### src/rtl/logic_ex_pkg.sv
// Shared definitions for the logic execute stage: opcodes, buffer states,
// the buffered entry record and the saturating counter helper.
package logic_ex_pkg;

  localparam logic [2:0] OP_AND  = 3'b000;
  localparam logic [2:0] OP_NAND = 3'b001;
  localparam logic [2:0] OP_OR   = 3'b010;
  localparam logic [2:0] OP_NOR  = 3'b011;
  localparam logic [2:0] OP_XOR  = 3'b100;
  localparam logic [2:0] OP_XNOR = 3'b101;

  typedef enum logic [1:0] {
    EMPTY = 2'd0,
    ONE   = 2'd1,
    TWO   = 2'd2
  } state_e;

  // Record fields are sized for the widest supported configuration; a
  // stage instance only ever drives the low WIDTH / TAGW bits.
  localparam int unsigned RESULT_W_MAX = 64;
  localparam int unsigned TAG_W_MAX    = 16;

  typedef struct packed {
    logic [RESULT_W_MAX-1:0] result;
    logic [TAG_W_MAX-1:0]    tag;
    logic                    zero;
    logic                    illegal;
  } entry_t;

  localparam logic [15:0] COUNT_MAX = 16'hFFFF;

  function automatic logic [15:0] sat_inc16(input logic [15:0] value);
    return (value == COUNT_MAX) ? value : value + 16'd1;
  endfunction

endpackage

### src/rtl/logic_ex_slice.sv
// Combinational WIDTH-bit logic-op evaluator.
// XOR/XNOR are only built when LOGIC_EX_XOR_EN is defined; otherwise they decode as illegal.
module logic_ex_slice
  import logic_ex_pkg::*;
#(
  parameter int WIDTH = 32
) (
  input  logic [WIDTH-1:0] a_i,
  input  logic [WIDTH-1:0] b_i,
  input  logic [2:0]       op_i,
  output logic [WIDTH-1:0] result_o,
  output logic             illegal_o
);

  logic [WIDTH-1:0] and_w;
  logic [WIDTH-1:0] or_w;
`ifdef LOGIC_EX_XOR_EN
  logic [WIDTH-1:0] xor_w;
`endif

  for (genvar gi = 0; gi < WIDTH; gi++) begin : g_bit
    assign and_w[gi] = a_i[gi] & b_i[gi];
    assign or_w[gi]  = a_i[gi] | b_i[gi];
`ifdef LOGIC_EX_XOR_EN
    assign xor_w[gi] = a_i[gi] ^ b_i[gi];
`endif
  end

  // Each legal op is a base function optionally inverted; illegal ops force zero.
  logic [WIDTH-1:0] base;
  logic             invert;

  always_comb begin
    base      = '0;
    invert    = 1'b0;
    illegal_o = 1'b0;
    case (op_i)
      OP_AND:  base = and_w;
      OP_NAND: begin base = and_w; invert = 1'b1; end
      OP_OR:   base = or_w;
      OP_NOR:  begin base = or_w;  invert = 1'b1; end
`ifdef LOGIC_EX_XOR_EN
      OP_XOR:  base = xor_w;
      OP_XNOR: begin base = xor_w; invert = 1'b1; end
`endif
      default: illegal_o = 1'b1;
    endcase
    if (illegal_o) begin
      result_o = '0;
    end else if (invert) begin
      result_o = ~base;
    end else begin
      result_o = base;
    end
  end

endmodule

### src/rtl/logic_ex_stage.sv
// Logic execute stage: one-cycle op evaluation into a two-entry in-order buffer
// (head + skid) with flush and a saturating accept counter. Macro: LOGIC_EX_XOR_EN.
module logic_ex_stage
  import logic_ex_pkg::*;
#(
  parameter int WIDTH = 32,
  parameter int TAGW  = 5
) (
  input  logic             clk,
  input  logic             reset_n,
  input  logic             flush,
  input  logic             in_valid,
  output logic             in_ready,
  input  logic [WIDTH-1:0] in_a,
  input  logic [WIDTH-1:0] in_b,
  input  logic [2:0]       in_op,
  input  logic [TAGW-1:0]  in_tag,
  output logic             out_valid,
  input  logic             out_ready,
  output logic [WIDTH-1:0] out_result,
  output logic [TAGW-1:0]  out_tag,
  output logic             out_zero,
  output logic             out_carryout,
  output logic             out_overflow,
  output logic             out_illegal,
  output logic [15:0]      op_count
);

  logic [WIDTH-1:0] slice_result;
  logic             slice_illegal;

  logic_ex_slice #(
    .WIDTH(WIDTH)
  ) u_slice (
    .a_i      (in_a),
    .b_i      (in_b),
    .op_i     (in_op),
    .result_o (slice_result),
    .illegal_o(slice_illegal)
  );

  entry_t new_entry;

  always_comb begin
    new_entry                     = '0;
    new_entry.result[WIDTH-1:0]   = slice_result;
    new_entry.tag[TAGW-1:0]       = in_tag;
    new_entry.zero                = (slice_result == '0);
    new_entry.illegal             = slice_illegal;
  end

  state_e      state_q;
  entry_t      head_q;
  entry_t      skid_q;
  logic        in_ready_q;
  logic [15:0] count_q;

  logic accept;
  logic deliver;

  assign accept  = in_valid & in_ready_q & ~flush;
  assign deliver = out_valid & out_ready;

  // in_ready is kept as its own register so it stays low during reset and
  // rises on the first clock afterwards, while still tracking state only.
  always_ff @(posedge clk or negedge reset_n) begin
    if (!reset_n) begin
      state_q    <= EMPTY;
      head_q     <= '0;
      skid_q     <= '0;
      in_ready_q <= 1'b0;
      count_q    <= 16'd0;
    end else begin
      if (accept) begin
        count_q <= sat_inc16(count_q);
      end
      if (flush) begin
        state_q    <= EMPTY;
        in_ready_q <= 1'b1;
      end else begin
        case (state_q)
          EMPTY: begin
            in_ready_q <= 1'b1;
            if (accept) begin
              head_q  <= new_entry;
              state_q <= ONE;
            end
          end
          ONE: begin
            in_ready_q <= 1'b1;
            if (accept && deliver) begin
              head_q <= new_entry;
            end else if (accept) begin
              skid_q     <= new_entry;
              state_q    <= TWO;
              in_ready_q <= 1'b0;
            end else if (deliver) begin
              state_q <= EMPTY;
            end
          end
          TWO: begin
            in_ready_q <= 1'b0;
            if (deliver) begin
              head_q     <= skid_q;
              state_q    <= ONE;
              in_ready_q <= 1'b1;
            end
          end
          default: begin
            state_q    <= EMPTY;
            in_ready_q <= 1'b1;
          end
        endcase
      end
    end
  end

  assign in_ready     = in_ready_q;
  assign out_valid    = (state_q != EMPTY);
  assign out_result   = head_q.result[WIDTH-1:0];
  assign out_tag      = head_q.tag[TAGW-1:0];
  assign out_zero     = head_q.zero;
  assign out_illegal  = head_q.illegal;
  assign out_carryout = 1'b0;
  assign out_overflow = 1'b0;
  assign op_count     = count_q;

  // Record bits above WIDTH / TAGW are always zero and deliberately unread.
  logic unused_upper;
  assign unused_upper = ^{head_q.result, head_q.tag};

endmodule

### config.mk
export PLATFORM = sky130hd
export DESIGN_NAME = logic_ex_stage
export DESIGN_NICKNAME = d
export VERILOG_FILES = /design/src/rtl/logic_ex_pkg.sv /design/src/rtl/logic_ex_slice.sv /design/src/rtl/logic_ex_stage.sv
export SDC_FILE = /design/constraint.sdc
export NUM_CORES = 1
export LEC_CHECK = 0
export ABC_CLOCK_PERIOD_IN_PS = 2860
export CORE_ASPECT_RATIO = 1.1
export CORE_MARGIN = 2
export CORE_UTILIZATION = 50
export CTS_CLUSTER_DIAMETER = 40
export CTS_CLUSTER_SIZE = 24
export DETAILED_ROUTE_END_ITERATION = 8
export PLACE_DENSITY = 0.93
export SETUP_SLACK_MARGIN = 0.1
export SLEW_MARGIN = 20
export SYNTH_ARGS = -nofsm -noshare
export SYNTH_HDL_FRONTEND = slang
export SYNTH_HIERARCHICAL = 1
export SYNTH_SLANG_ARGS = --single-unit
### constraint.sdc
create_clock -name clk -period 2.86 [get_ports clk]
set_input_delay 0.572 -clock clk [delete_from_list [all_inputs] [get_ports clk]]
set_output_delay 0.572 -clock clk [all_outputs]
set_load 0.005 [all_outputs]
## Yosys cells after proc, flatten, opt, wreduce, memory -nomap -nowiden

Index checks and enable logic that the tools add are counted.

- Output and inout port bits: 59
- Word-level logic and storage cells: 131
- Flip-flop bits (word level): 97
- Bits of input ports: 77

- Add/sub/neg operators: 1
- Mux-type cells: 21
- Reduce and logical (&&, ||, !) cells: 14
- Bitwise gates (word level): 71
- Equality and inequality tests: 13

Operators by type and width:

| operator | count |
|---|---|
| 2-to-1 mux 50 bit | 3 |
| one-hot mux 50 bit (3 select lines) | 1 |
| 2-to-1 mux 32 bit | 2 |
| one-hot mux 32 bit (2 select lines) | 1 |
| AND 1 bit | 35 |
| logical NOT 32 bit | 1 |
| inverter 32 bit | 1 |
| bitwise OR 1 bit | 32 |
| adder 16 x 1 -> 16 bit (second input constant) | 1 |
| == test 16 bit (second input constant) | 1 |
| 2-to-1 mux 2 bit | 6 |
| != test 3 bit (second input constant) | 3 |
| AND reduction 4 bit | 2 |
| == test 3 x 2 -> 1 bit (second input constant) | 2 |
| 2-to-1 mux 1 bit | 6 |
| != test 2 bit (second input constant) | 3 |
| one-hot mux 2 bit (3 select lines) | 1 |
| OR reduction 2 bit | 3 |
| AND reduction 5 bit | 1 |
| != test 4 bit (second input constant) | 1 |
| OR reduction 4 bit | 1 |
| == test 3 x 1 -> 1 bit (second input constant) | 1 |
| logical NOT 3 bit | 1 |
| inverter 1 bit | 3 |
| 8 further kinds | 8 |

## Depth between registers and ports, before layout

Gate-level depths: netlist of run 1.

- Word-level depth: 9
- Mapped depth: 9
- Mapped depth without buffers: 6

## Hierarchy

The synthesis of run 1 kept the hierarchy.

By module, submodules not included:

| module | times used | cells an instance | sequential area each (um^2) | area each (um^2) |
|---|---|---|---|---|
| logic_ex_stage | 1 | 333 | 2427.3 | 4543.1 |
| logic_ex_slice | 1 | 77 | 0.0 | 758.2 |

## Worst setup path after synthesis of run 1

No wires, ideal clock.

- Path type: reg-to-reg
- Start: register state_q[0]
- End: register head_q (netlist bit out_illegal)
- Buffers on the path: 3
- Setup time: 0.127 ns
- Cell stages (with the launch flop): 10
- Arrival: 2.173 ns
- Slack: 0.560 ns
- Period minus slack after synthesis: 2.300 ns
- Required time: 2.733 ns
- Cell sequence: dfrtp_1 > inv_1 > ha_1 > buf_2 > nor2b_4 > or3_1 > a311oi_2 > buf_6 > buf_8 > mux2_1

- Cells in the longest elaborated chain, start to end: 5
- Elaborated cells on any way between the ends: 12
- Those cells by class: eq/ne (5); mux (1); bitwise (1); reduce/logical (5)

RTL lines:

| element | line | RTL |
|---|---|---|
| from (decl) | logic_ex_stage.sv:52 | `state_e state_q;` |
| from (signal assigned) | logic_ex_stage.sv:68 | `state_q <= EMPTY;` |
| from (signal assigned) | logic_ex_stage.sv:78 | `state_q <= EMPTY;` |
| from (signal assigned) | logic_ex_stage.sv:86 | `state_q <= ONE;` |
| nonzero test 2 bit | logic_ex_stage.sv:119 | `assign out_valid = (state_q != EMPTY);` |
| AND 1 bit | logic_ex_stage.sv:62 | `assign deliver = out_valid & out_ready;` |
| logical AND 1 bit | logic_ex_stage.sv:91 | `if (accept && deliver) begin` |
| != test 2 bit (no source line) | n/a |  |
| AND reduction 5 bit (no source line) | n/a |  |
| to (signal assigned) | logic_ex_stage.sv:85 | `head_q <= new_entry;` |
| to (signal assigned) | logic_ex_stage.sv:92 | `head_q <= new_entry;` |
| to (signal assigned) | logic_ex_stage.sv:104 | `head_q <= skid_q;` |
| to (decl) | logic_ex_stage.sv:53 | `entry_t head_q;` |

Several ways; a longest one is shown, not always the timed one.
A chain may end at the register's enable or synchronous reset.

==> impl_metrics.tcl, run 1 <==
set metrics [dict create \
    drt_first_pass_iters 6 \
    internal_power_uw 3950 \
    maxCapViolCount 0 \
    power_frac_seq 0.399 \
    switchingPower_uw 1510 \
    fmax_mhz 391 \
    utilization 0.693 \
    synth.area.mux_share 0.315 \
    grt_max_degree 50 \
    layout_commonest_cell "clkdlybuf4s50_1" \
    grt_pass1_wl_um 19400 \
    vdd_drop_max_uv 396 \
    status "complete, no violations" \
    finalClockSkew_ns 0.00545 \
    cts_buffer_depth 2 \
    async_flop_share 1.00 \
    clk_pin_slew_ns 0.06 \
    drt-initial-drc-count 113 \
    hold_path.class "input port to asynchronous set/reset pin" \
    r2r_cells 7 \
    dp_hpwl_um 8820 \
    diodes 0 \
    avgSynthCellArea_um2 12.9 \
    start_util 0.512 \
    boundaryPins 136 \
    clock_sinks 97 \
    syn2layout_area_growth_pct 35.3 \
    worst_slew_pin_slew_ns 0.634 \
    avgViaCountPerCell 5.41 \
    cts-root-buf "clkbuf_16" \
    clkLatencyLatePin_ns 0.34 \
    tritoncts "built" \
    final_cell_mix "132 x clkdlybuf4s50_1, 109 x mux2_2, 97 x dfrtp_1" \
    synth.distinct_cells 44 \
    numPortBuffers 133 \
    synth_xor_area_frac 0.0182 \
    post-synth-top-area-fraction 0.458 \
    grt_remaining_overflow 0 \
    die_h_um 112 \
    coreArea_mm2 0.0103 \
    routed_wirelength_um 12100 \
    yosys.area.top_type "dfrtp_1" \
    syn_area_mm2 0.00530 \
    synth-main-ff-cell "dfrtp_1" \
    dp.cells 675 \
    synth_compound_area_frac 0.0208 \
    reg2reg_slack_ns 0.53 \
    synth_cells 410 \
    finalSetupViolations 0 \
    crit_arrival_ns 2.82 \
    switching_share 0.277 \
    synth_fa_ha_area_frac 0.0793 \
    cp.required_ns 3.12 \
    yosys_warnings 6 \
    rr_startpoint "state_q[0]$_DFFE_PN0P_" \
    wl_per_cell_um 17.5 \
    drc_errors 0 \
    antenna_found_initial 0 \
    seq_area_frac_synth 0.458 \
    synth.top_cells.by_area "dfrtp_1 46%, mux2_2 23%, mux2i_1 6.4%" \
    synth_edf_count 0 \
    synth_top_family_by_area "multiplexers" \
    synthSimpleGateAreaFrac 0.0732 \
    powerDensity_mw_per_mm2 762 \
    nets 625 \
    finalHoldViolCount 0 \
    gr-usage-all-layers 0.216 \
    worstSetupPathType "input port to register" \
    p_comb_frac 0.362 \
    grt_pass1_vias 3987 \
    p_clk_frac 0.238 \
    regToRegEndpoint "out_result[24]$_DFFE_PN0P_" \
    die_w_um 102 \
    cts_hold_buf 0 \
    maxSlewHeadroom 0.578 \
    end_kind "register" \
    vias 3737 \
    cp-start-kind "input port" \
    place_congestion 0.783 \
    leakage_uw 0.00308 \
    cts.htree.levels 3 \
    cp_max_fo 32 \
    fp-row-count 39 \
    dieArea_mm2 0.0114 \
    drive_above_1_share 0.327 \
    rsz0062_at_grt "false" \
    fin_crit_sh 0.894 \
    ant_nets 0 \
    slew_violations 0 \
    stdcell_count 691 \
    ys_ff_latch 97 \
    fin_setup_tns_ns 0 \
    cts_buffers 9 \
    min_period_ns 2.56 \
]
## per-layer routing
metal,GRT usage,up-vias,part of all wire
met1,0.273,1850,0.42
met2,0.368,98,0.51
li1,-,1774,-
met3,0.0559,15,0.058
met5,0,-,0
met4,0.0560,0,0.015
## repair_timing
| item | CTS | global route |
|---|---|---|
| setup endpoints to repair | 0 | 1 |
| buffers inserted | 0 | 0 |
| resized for setup | 0 | 1 |
## state kept, by name, indices dropped and copies added (netlist names)
register / count
out_zero: 1
in_ready: 1
out_illegal: 1
skid_q: 39
op_count: 16
out_tag: 5
out_result: 32
state_q: 2
## worst max path at each step
| stage | start | to | slack [ns] | cells after the start |
|---|---|---|---|---|
| after global routing | in_op[1] | out_zero$_DFFE_PN0P_ | 0.16 | 8 |
| after floorplan | state_q[0]$_DFFE_PN0P_ | out_illegal$_DFFE_PN0P_ | 0.56 | 9 |
| after global placement | in_op[1] | out_zero$_DFFE_PN0P_ | -0.03 | 8 |
| after detailed placement | in_op[1] | out_zero$_DFFE_PN0P_ | -0.11 | 8 |
| after CTS | in_op[1] | out_zero$_DFFE_PN0P_ | 0.27 | 8 |
| final | in_op[1] | out_zero$_DFFE_PN0P_ | 0.30 | 8 |
## per-stage QoR
step | worst slack [ns] | power, uW | cell area, um^2 | hold slack (ns)
finish | 0.304 | 5470 | 7170 | 0.254
global route | 0.159 | 5770 | 7170 | 0.300
CTS | 0.265 | 5520 | 7170 | 0.270
detailed placement | -0.114 | 4200 | 6840 | 0.477
global placement | -0.0283 | 4090 | 6840 | 0.469
floorplan | 0.560 | 3200 | 5310 | 0.276
## area by class of cell
| cell class | count | area, um^2 |
|---|---|---|
| inverters | 3 | 11.3 |
| flip-flops and latches | 97 | 2430 |
| clock inverters | 5 | 77.6 |
| fillers | 770 | 3170 |
| repair buffers | 149 | 1510 |
| multi-input cells | 283 | 2710 |
| clock buffers | 11 | 253 |
| well taps | 143 | 179 |
## worst max-delay path: stages
cell and delay, ns:
clkdlybuf4s50_1 0.45, buf_12 0.20, maj3_2 0.32, mux2i_1 0.17, nor4_2 0.36, nand4_1 0.19, or3_1 0.38, a31oi_1 0.16
## power by group through the flow
stage	combinational (uW)	clock (uW)	sequential [uW]
floorplan	1050	0	2150
global placement	1920	0	2160
detailed placement	2000	0	2200
CTS	2000	1330	2180
global route	2130	1390	2250
finish	1980	1300	2180
## cells in the mapped netlist (all sizes together), types with 4 or more instances
| library cell | instances |
|---|---|
| mux2 | 118 |
| dfrtp | 97 |
| mux2i | 34 |
| maj3 | 32 |
| buf | 17 |
| clkbuf | 11 |
| nor4 | 11 |
| nor2 | 9 |
| nand2 | 8 |
| nand3 | 8 |
| nand4 | 7 |
| xor2 | 6 |
| ha | 5 |
| xnor2 | 5 |
| nor3 | 4 |
## kinds of logic after synthesis
group           Yosys count
compound gates           15
xor+xnor                 11
fa+ha+maj                37
buf+inv                  31
flops                    97
mux                     152
other cells               1
simple gates             66
(Power assumes the default switching activity.)
==> inputs of run 2 (changes only) <==
--- a/config.mk
+++ b/config.mk
@@ -8,14 +8,13 @@
 export ABC_CLOCK_PERIOD_IN_PS = 2860
 export CORE_ASPECT_RATIO = 1.1
 export CORE_MARGIN = 2
-export CORE_UTILIZATION = 50
+export CORE_UTILIZATION = 48
 export CTS_CLUSTER_DIAMETER = 40
 export CTS_CLUSTER_SIZE = 24
 export DETAILED_ROUTE_END_ITERATION = 8
-export PLACE_DENSITY = 0.93
+export PLACE_DENSITY = 0.92
 export SETUP_SLACK_MARGIN = 0.1
 export SLEW_MARGIN = 20
 export SYNTH_ARGS = -nofsm -noshare
 export SYNTH_HDL_FRONTEND = slang
-export SYNTH_HIERARCHICAL = 1
 export SYNTH_SLANG_ARGS = --single-unit
==> run 2 against run 1 <==
  * Cell area fell by 7.8%
  * First-iteration DRC count rose by 60%
  * Fmax rose by 4.0%
  * Final cell count rose by 9.4%
  * Worst setup slack improved by 0.098 ns
  * Critical path depth did not move
  * Die area fell by 3.8%
  * Global-route usage rose by 1.7 points
  * Largest cell class is now sequential cells
  * Largest power group unchanged
==> impl_metrics.tcl, run 2 <==
set metrics [dict create \
    antenna_found_initial 0 \
    synth_edf_count 0 \
    layout_commonest_cell "clkdlybuf4s50_1" \
    cts_resized 0 \
    cts-root-buf "clkbuf_8" \
    routed_wirelength_um 12700 \
    yosys_warnings 0 \
    yosys.area.top_type "dfrtp_1" \
    dieArea_mm2 0.0110 \
    clk_pin_slew_ns 0.09 \
    preCtsSetupSlack_ns -0.0313 \
    clkLatencyLatePin_ns 0.37 \
    die_h_um 110 \
    worst_slew_pin_slew_ns 0.767 \
    avgViaCountPerCell 5.49 \
    min_period_ns 2.46 \
    place_congestion 0.800 \
    gr-usage-all-layers 0.233 \
    post-synth-top-area-fraction 0.496 \
    drive_above_1_share 0.0896 \
    drt-initial-drc-count 181 \
    die_w_um 100 \
    final_cell_mix "132 x clkdlybuf4s50_1, 97 x dfrtp_1, 83 x nand2_1" \
    fin_setup_tns_ns 0 \
    leakage_uw 0.00288 \
    crit_arrival_ns 2.75 \
    cp_top_family "simple AND/OR/NAND/NOR gates" \
    cts.htree.levels 3 \
    tritoncts "built" \
    grt_remaining_overflow 0 \
    start_util 0.495 \
    post_cts_buffers 0 \
    fmax_mhz 407 \
    cts_buffer_depth 2 \
    ys_ff_latch 97 \
    coreArea_mm2 0.00989 \
    finalHoldViolCount 0 \
    cp_num_buf_inv 2 \
    vias 4153 \
    powerDensity_mw_per_mm2 798 \
    grt_max_degree 75 \
    synth.distinct_cells 38 \
    dp_hpwl_um 8980 \
    avgSynthCellArea_um2 9.63 \
    maxSlewHeadroom 0.489 \
    top_register "skid_q" \
    finalClockSkew_ns 0.0103 \
    syn2layout_area_growth_pct 35.3 \
    async_flop_share 1.00 \
    largest_reg_flops 39 \
    numPortBuffers 133 \
    crit_chain "clkdlybuf4s50_1 > buf_12 > maj3_1 > mux2i_1 > nand4_1 > nor4_2 > nand3b_1 > a21oi_1" \
    grt_pass1_wl_um 20000 \
    grt_pass1_vias 4210 \
    wl_per_cell_um 16.8 \
    ant_nets 0 \
    cp-start-kind "input port" \
    cp.required_ns 3.16 \
    maxCapViolCount 0 \
    cp_slowest_cell "clkdlybuf4s50_1" \
    drc_errors 0 \
    rsz0062_at_grt "false" \
    synth.top_cells.by_area "dfrtp_1 50%, mux2i_1 7.8%, nand2_1 6.4%" \
    slew_violations 0 \
    cts_buffers 9 \
    setup_ws_ns 0.402 \
    worstSetupPathType "input port to register" \
    synth_most_common_cell "dfrtp_1" \
    cp_max_fo 32 \
    fin_crit_sh 0.859 \
    stdcell_count 756 \
    status "complete, no violations" \
    drt_first_pass_iters 5 \
    synth-main-ff-cell "dfrtp_1" \
    dp.cells 740 \
    hold_path.class "input port to asynchronous set/reset pin" \
    synth_common_cells "97 x dfrtp_1, 83 x nand2_1, 40 x o21ai_1" \
    diodes 0 \
    finalSetupViolations 0 \
    cts_hold_buf 0 \
    synth_cells 508 \
    nets 713 \
    syn_area_mm2 0.00489 \
    end_kind "register" \
    critPathMaxStageDelay_ns 0.44 \
    boundaryPins 136 \
    fp-row-count 38 \
    clock_sinks 97 \
    seq_area_frac_synth 0.496 \
    fillers 759 \
    vdd_drop_max_uv 483 \
]
run 2: changes by cell type after synthesis, sizes merged, moves of 14 or more:
| cell | change |
|---|---|
| a21oi | +33 |
| clkbuf | +14 |
| mux2 | -111 |
| nand2 | +75 |
| nor2 | +29 |
| o21ai | +73 |
run 2: area by class of cell:
class / count / area (um^2) / area share
clock buffer: 11 / 141 / 0.0214
clock inverter: 5 / 103 / 0.0155
inverter: 5 / 18.8 / 0.00284
multi-input combinational: 371 / 2300 / 0.348
sequential: 97 / 2430 / 0.367
tap: 120 / 150 / 0.0227
timing repair buffer: 147 / 1470 / 0.222
run 2: kinds of logic (layout without fill, tap and decap cells):
family | Yosys count | in the layout | synth area share
compound gates | 115 | 115 | 0.122
xor+xnor | 15 | 15 | 0.0269
fa+ha+maj | 37 | 37 | 0.0824
buf+inv | 41 | 168 | 0.0366
flops | 97 | 97 | 0.496
mux | 45 | 45 | 0.0939
other cells | 1 | 2 | 0.000767
simple gates | 157 | 157 | 0.142
run 2: worst reg2reg max path, cell delays in order (launching register included):
cell	delay [ns]
dfrtp_1	0.43
inv_1	0.10
ha_1	0.24
nor2b_1	0.31
a32oi_1	0.17
or3_2	0.45
buf_4	0.26
nor2b_1	0.20
a21oi_1	0.11
run 2: worst paths after layout:
check	from	end	slack [ns]	depth (start not counted)
min in group clk	out_result[19]$_DFFE_PN0P_	out_result[19]$_DFFE_PN0P_	0.49	2
setup reg to reg	state_q[0]$_DFFE_PN0P_	out_zero$_DFFE_PN0P_	0.54	8
hold / removal	reset_n	op_count[0]$_DFFE_PN0P_	0.22	1
setup / recovery	in_op[1]	out_zero$_DFFE_PN0P_	0.40	8
hold reg to reg	out_result[19]$_DFFE_PN0P_	out_result[19]$_DFFE_PN0P_	0.49	2
max in group asynchronous	reset_n	out_result[19]$_DFFE_PN0P_	1.92	2
run 2: per-layer routing:
layer  routed length (um)  track usage  vias up
li1                     -            -     1993
met1                 5150        0.283     1993
met2                 6570        0.405      141
met3                  656       0.0356       26
met4                  321        0.117        0
met5                    0            0        -
run 2: report_power, final:
part / internal [uW] / switching [uW] / leakage, uW
clock: 604 / 485 / 0.000120
combinational: 1050 / 896 / 0.00150
sequential: 1900 / 344 / 0.00126
run 2: stage by stage:
stage	area [um^2]	total power (uW)	hold slack, ns	util
global placement	6370	4080	0.462	0.644
detailed placement	6370	4210	0.472	0.644
finish	6620	5280	0.222	0.669
CTS	6610	5300	0.247	0.668
floorplan	4890	3100	0.276	-
global route	6620	5610	0.257	0.669
==> inputs of run 3 (changes only) <==
--- a/config.mk
+++ b/config.mk
@@ -8,11 +8,12 @@
 export ABC_CLOCK_PERIOD_IN_PS = 2860
 export CORE_ASPECT_RATIO = 1.1
 export CORE_MARGIN = 2
-export CORE_UTILIZATION = 48
+export CORE_UTILIZATION = 53
 export CTS_CLUSTER_DIAMETER = 40
 export CTS_CLUSTER_SIZE = 24
 export DETAILED_ROUTE_END_ITERATION = 8
-export PLACE_DENSITY = 0.92
+export DONT_BUFFER_PORTS = 1
+export PLACE_DENSITY = 0.8
 export SETUP_SLACK_MARGIN = 0.1
 export SLEW_MARGIN = 20
 export SYNTH_ARGS = -nofsm -noshare
==> run 3 against run 2 <==
  * Worst setup slack gained 0.039 ns
  * Hold slack lost 0.32 ns
  * First-iteration DRC count shrank 21%
  * Wire length shrank 16%
  * Combinational power shrank 47%
  * Clock skew grew 0.0017 ns
  * Fmax grew 1.6%
  * Count of clock-buffer cells in the layout is the same
  * Critical path type is now register to register
  * Clock power shrank 24%
  * Via count shrank 14%
  * The run now ends with hold timing left
  * Non-clock buffer count shrank 143
  * Cell area shrank 23%
==> impl_metrics.tcl, run 3 (synthesized netlist as in run 2, its figures left out) <==
set metrics [dict create \
    hold_path.class "input port to asynchronous set/reset pin" \
    p_comb_frac 0.249 \
    fin_crit_sh 0.846 \
    finalSetupViolations 0 \
    top_register "skid_q" \
    post_cts_buffers 0 \
    grt_pass1_wl_um 17400 \
    crit_arrival_ns 2.69 \
    fp-row-count 36 \
    routed_wirelength_um 10700 \
    status "finished, violations left" \
    tritoncts "built" \
    worstSetupPathType "register to register" \
    cts_buffers 9 \
    cts-root-buf "clkbuf_8" \
    crit_chain "inv_1 > ha_1 > nor2b_1 > or3_2 > buf_4 > nand2_1 > o21ai_0" \
    cp-start-kind "register" \
    diodes 0 \
    gr-usage-all-layers 0.220 \
    slew_violations 0 \
    leakage_uw 0.00228 \
    coreArea_mm2 0.00892 \
    syn2layout_area_growth_pct 4.35 \
    maxCapViolCount 0 \
    clkLatencyLatePin_ns 0.36 \
    dp.cells 591 \
    p_clk_frac 0.197 \
    multi_input_area_mm2 0.00230 \
    cts.htree.levels 3 \
    boundaryPins 136 \
    start_util 0.548 \
    worst_slew_pin_slew_ns 0.876 \
    drt_first_pass_iters 5 \
    largest_reg_flops 39 \
    switchingPower_uw 1510 \
    wl_per_cell_um 17.5 \
    place_congestion 0.862 \
    finalHoldViolCount 97 \
    critPathMaxStageDelay_ns 0.77 \
    end_kind "register" \
    fin_setup_tns_ns 0 \
    clk_pin_slew_ns 0.09 \
    avgViaCountPerCell 5.85 \
    cp_max_fo 53 \
    switching_share 0.361 \
    clock_sinks 97 \
    cp.required_ns 3.13 \
    cp_slowest_cell "or3_2" \
    grt_max_degree 98 \
    power_frac_seq 0.554 \
    failed_checks "hold timing" \
    final_cell_mix "97 x dfrtp_1, 83 x nand2_1, 40 x o21ai_1" \
    die_w_um 95.6 \
    fmax_mhz 413 \
    cts_buffer_depth 2 \
    numPortBuffers 0 \
    vdd_drop_max_uv 452 \
    fillers 789 \
    ant_nets 0 \
    drt-initial-drc-count 143 \
    vias 3552 \
    fin_hold_ws_ns -0.0956 \
    antenna_found_initial 0 \
    grt_pass1_vias 3489 \
    maxSlewHeadroom 0.416 \
    min_period_ns 2.42 \
    cts_resized 0 \
    die_h_um 105 \
    drive_above_1_share 0.0953 \
    powerDensity_mw_per_mm2 820 \
    drc_errors 0 \
    internal_power_uw 2670 \
    grt_remaining_overflow 0 \
    rsz0062_at_grt "false" \
    stdcell_count 607 \
    finalClockSkew_ns 0.0120 \
    nets 570 \
    regArea_mm2 0.00243 \
    utilization 0.572 \
    layout_commonest_cell "dfrtp_1" \
    dieArea_mm2 0.0100 \
    dp_hpwl_um 7360 \
]
-- run 3: changes by cell type in the layout (fill, tap and decap cells not counted), sizes merged --
cell           change
clkdlybuf4s50    -132
buf               -11
bufinv             -3
clkinv             +2
clkinvlp           +1
-- run 3: path summary, 6_finish.rpt --
check                                             from                       end  slack (ns)  cells after the start
worst max-delay path            state_q[0]$_DFFE_PN0P_    skid_q[41]$_DFFE_PN0P_        0.44                      7
worst min-delay path                           reset_n  op_count[11]$_DFFE_PN0P_        -0.1                      0
worst max register to register  state_q[0]$_DFFE_PN0P_    skid_q[41]$_DFFE_PN0P_        0.44                      7
worst min register to register  skid_q[29]$_DFFE_PN0P_    skid_q[29]$_DFFE_PN0P_        0.49                      2
max in group asynchronous                      reset_n    skid_q[31]$_DFFE_PN0P_        2.81                      0
min in group clk                                 flush    state_q[1]$_DFFE_PN0P_        0.32                      1
-- run 3: critical path, delay by kind of cell (launching register included) --
family                     cells  cell delay (ns)
and+or+nand+nor                3             1.15
DFF                            1             0.42
AOI/OAI and AO/OA              1             0.09
adders and majority gates      1             0.23
buffers and inverters          2             0.43
-- run 3: final cells by class --
class                      count  share of cell area
timing repair buffer           4             0.00588
clock inverter                 5             0.00588
clock buffer                  11              0.0297
tap                          114              0.0279
sequential                    97               0.476
multi-input combinational    371               0.451
inverter                       5             0.00368
-- run 3: layer usage --
layer | track usage | up-vias | part of all wire
met5 | 0 | - | 0
met4 | 0.0806 | 0 | 0.019
met3 | 0.0627 | 18 | 0.073
met2 | 0.348 | 136 | 0.50
met1 | 0.285 | 1694 | 0.40
li1 | - | 1704 | -
-- run 3: stage by stage --
step	setup slack [ns]	hold slack, ns	total power, uW	instance area, um^2
2_1_floorplan	0.817	0.276	3100	4890
3_3_place_gp	0.571	0.278	3310	4920
3_5_place_dp	0.466	0.278	3400	4920
4_1_cts	0.449	-0.121	4230	5100
5_1_grt	0.218	-0.139	4530	5100
6_report	0.441	-0.0956	4190	5100
-- run 3: power by group through the flow --
stage	Combinational (uW)	Clock (uW)	Sequential (uW)
detailed placement	1050	0	2350
global route	1210	927	2390
floorplan	880	0	2220
finish	1040	826	2320
CTS	1050	848	2330
global placement	984	0	2330
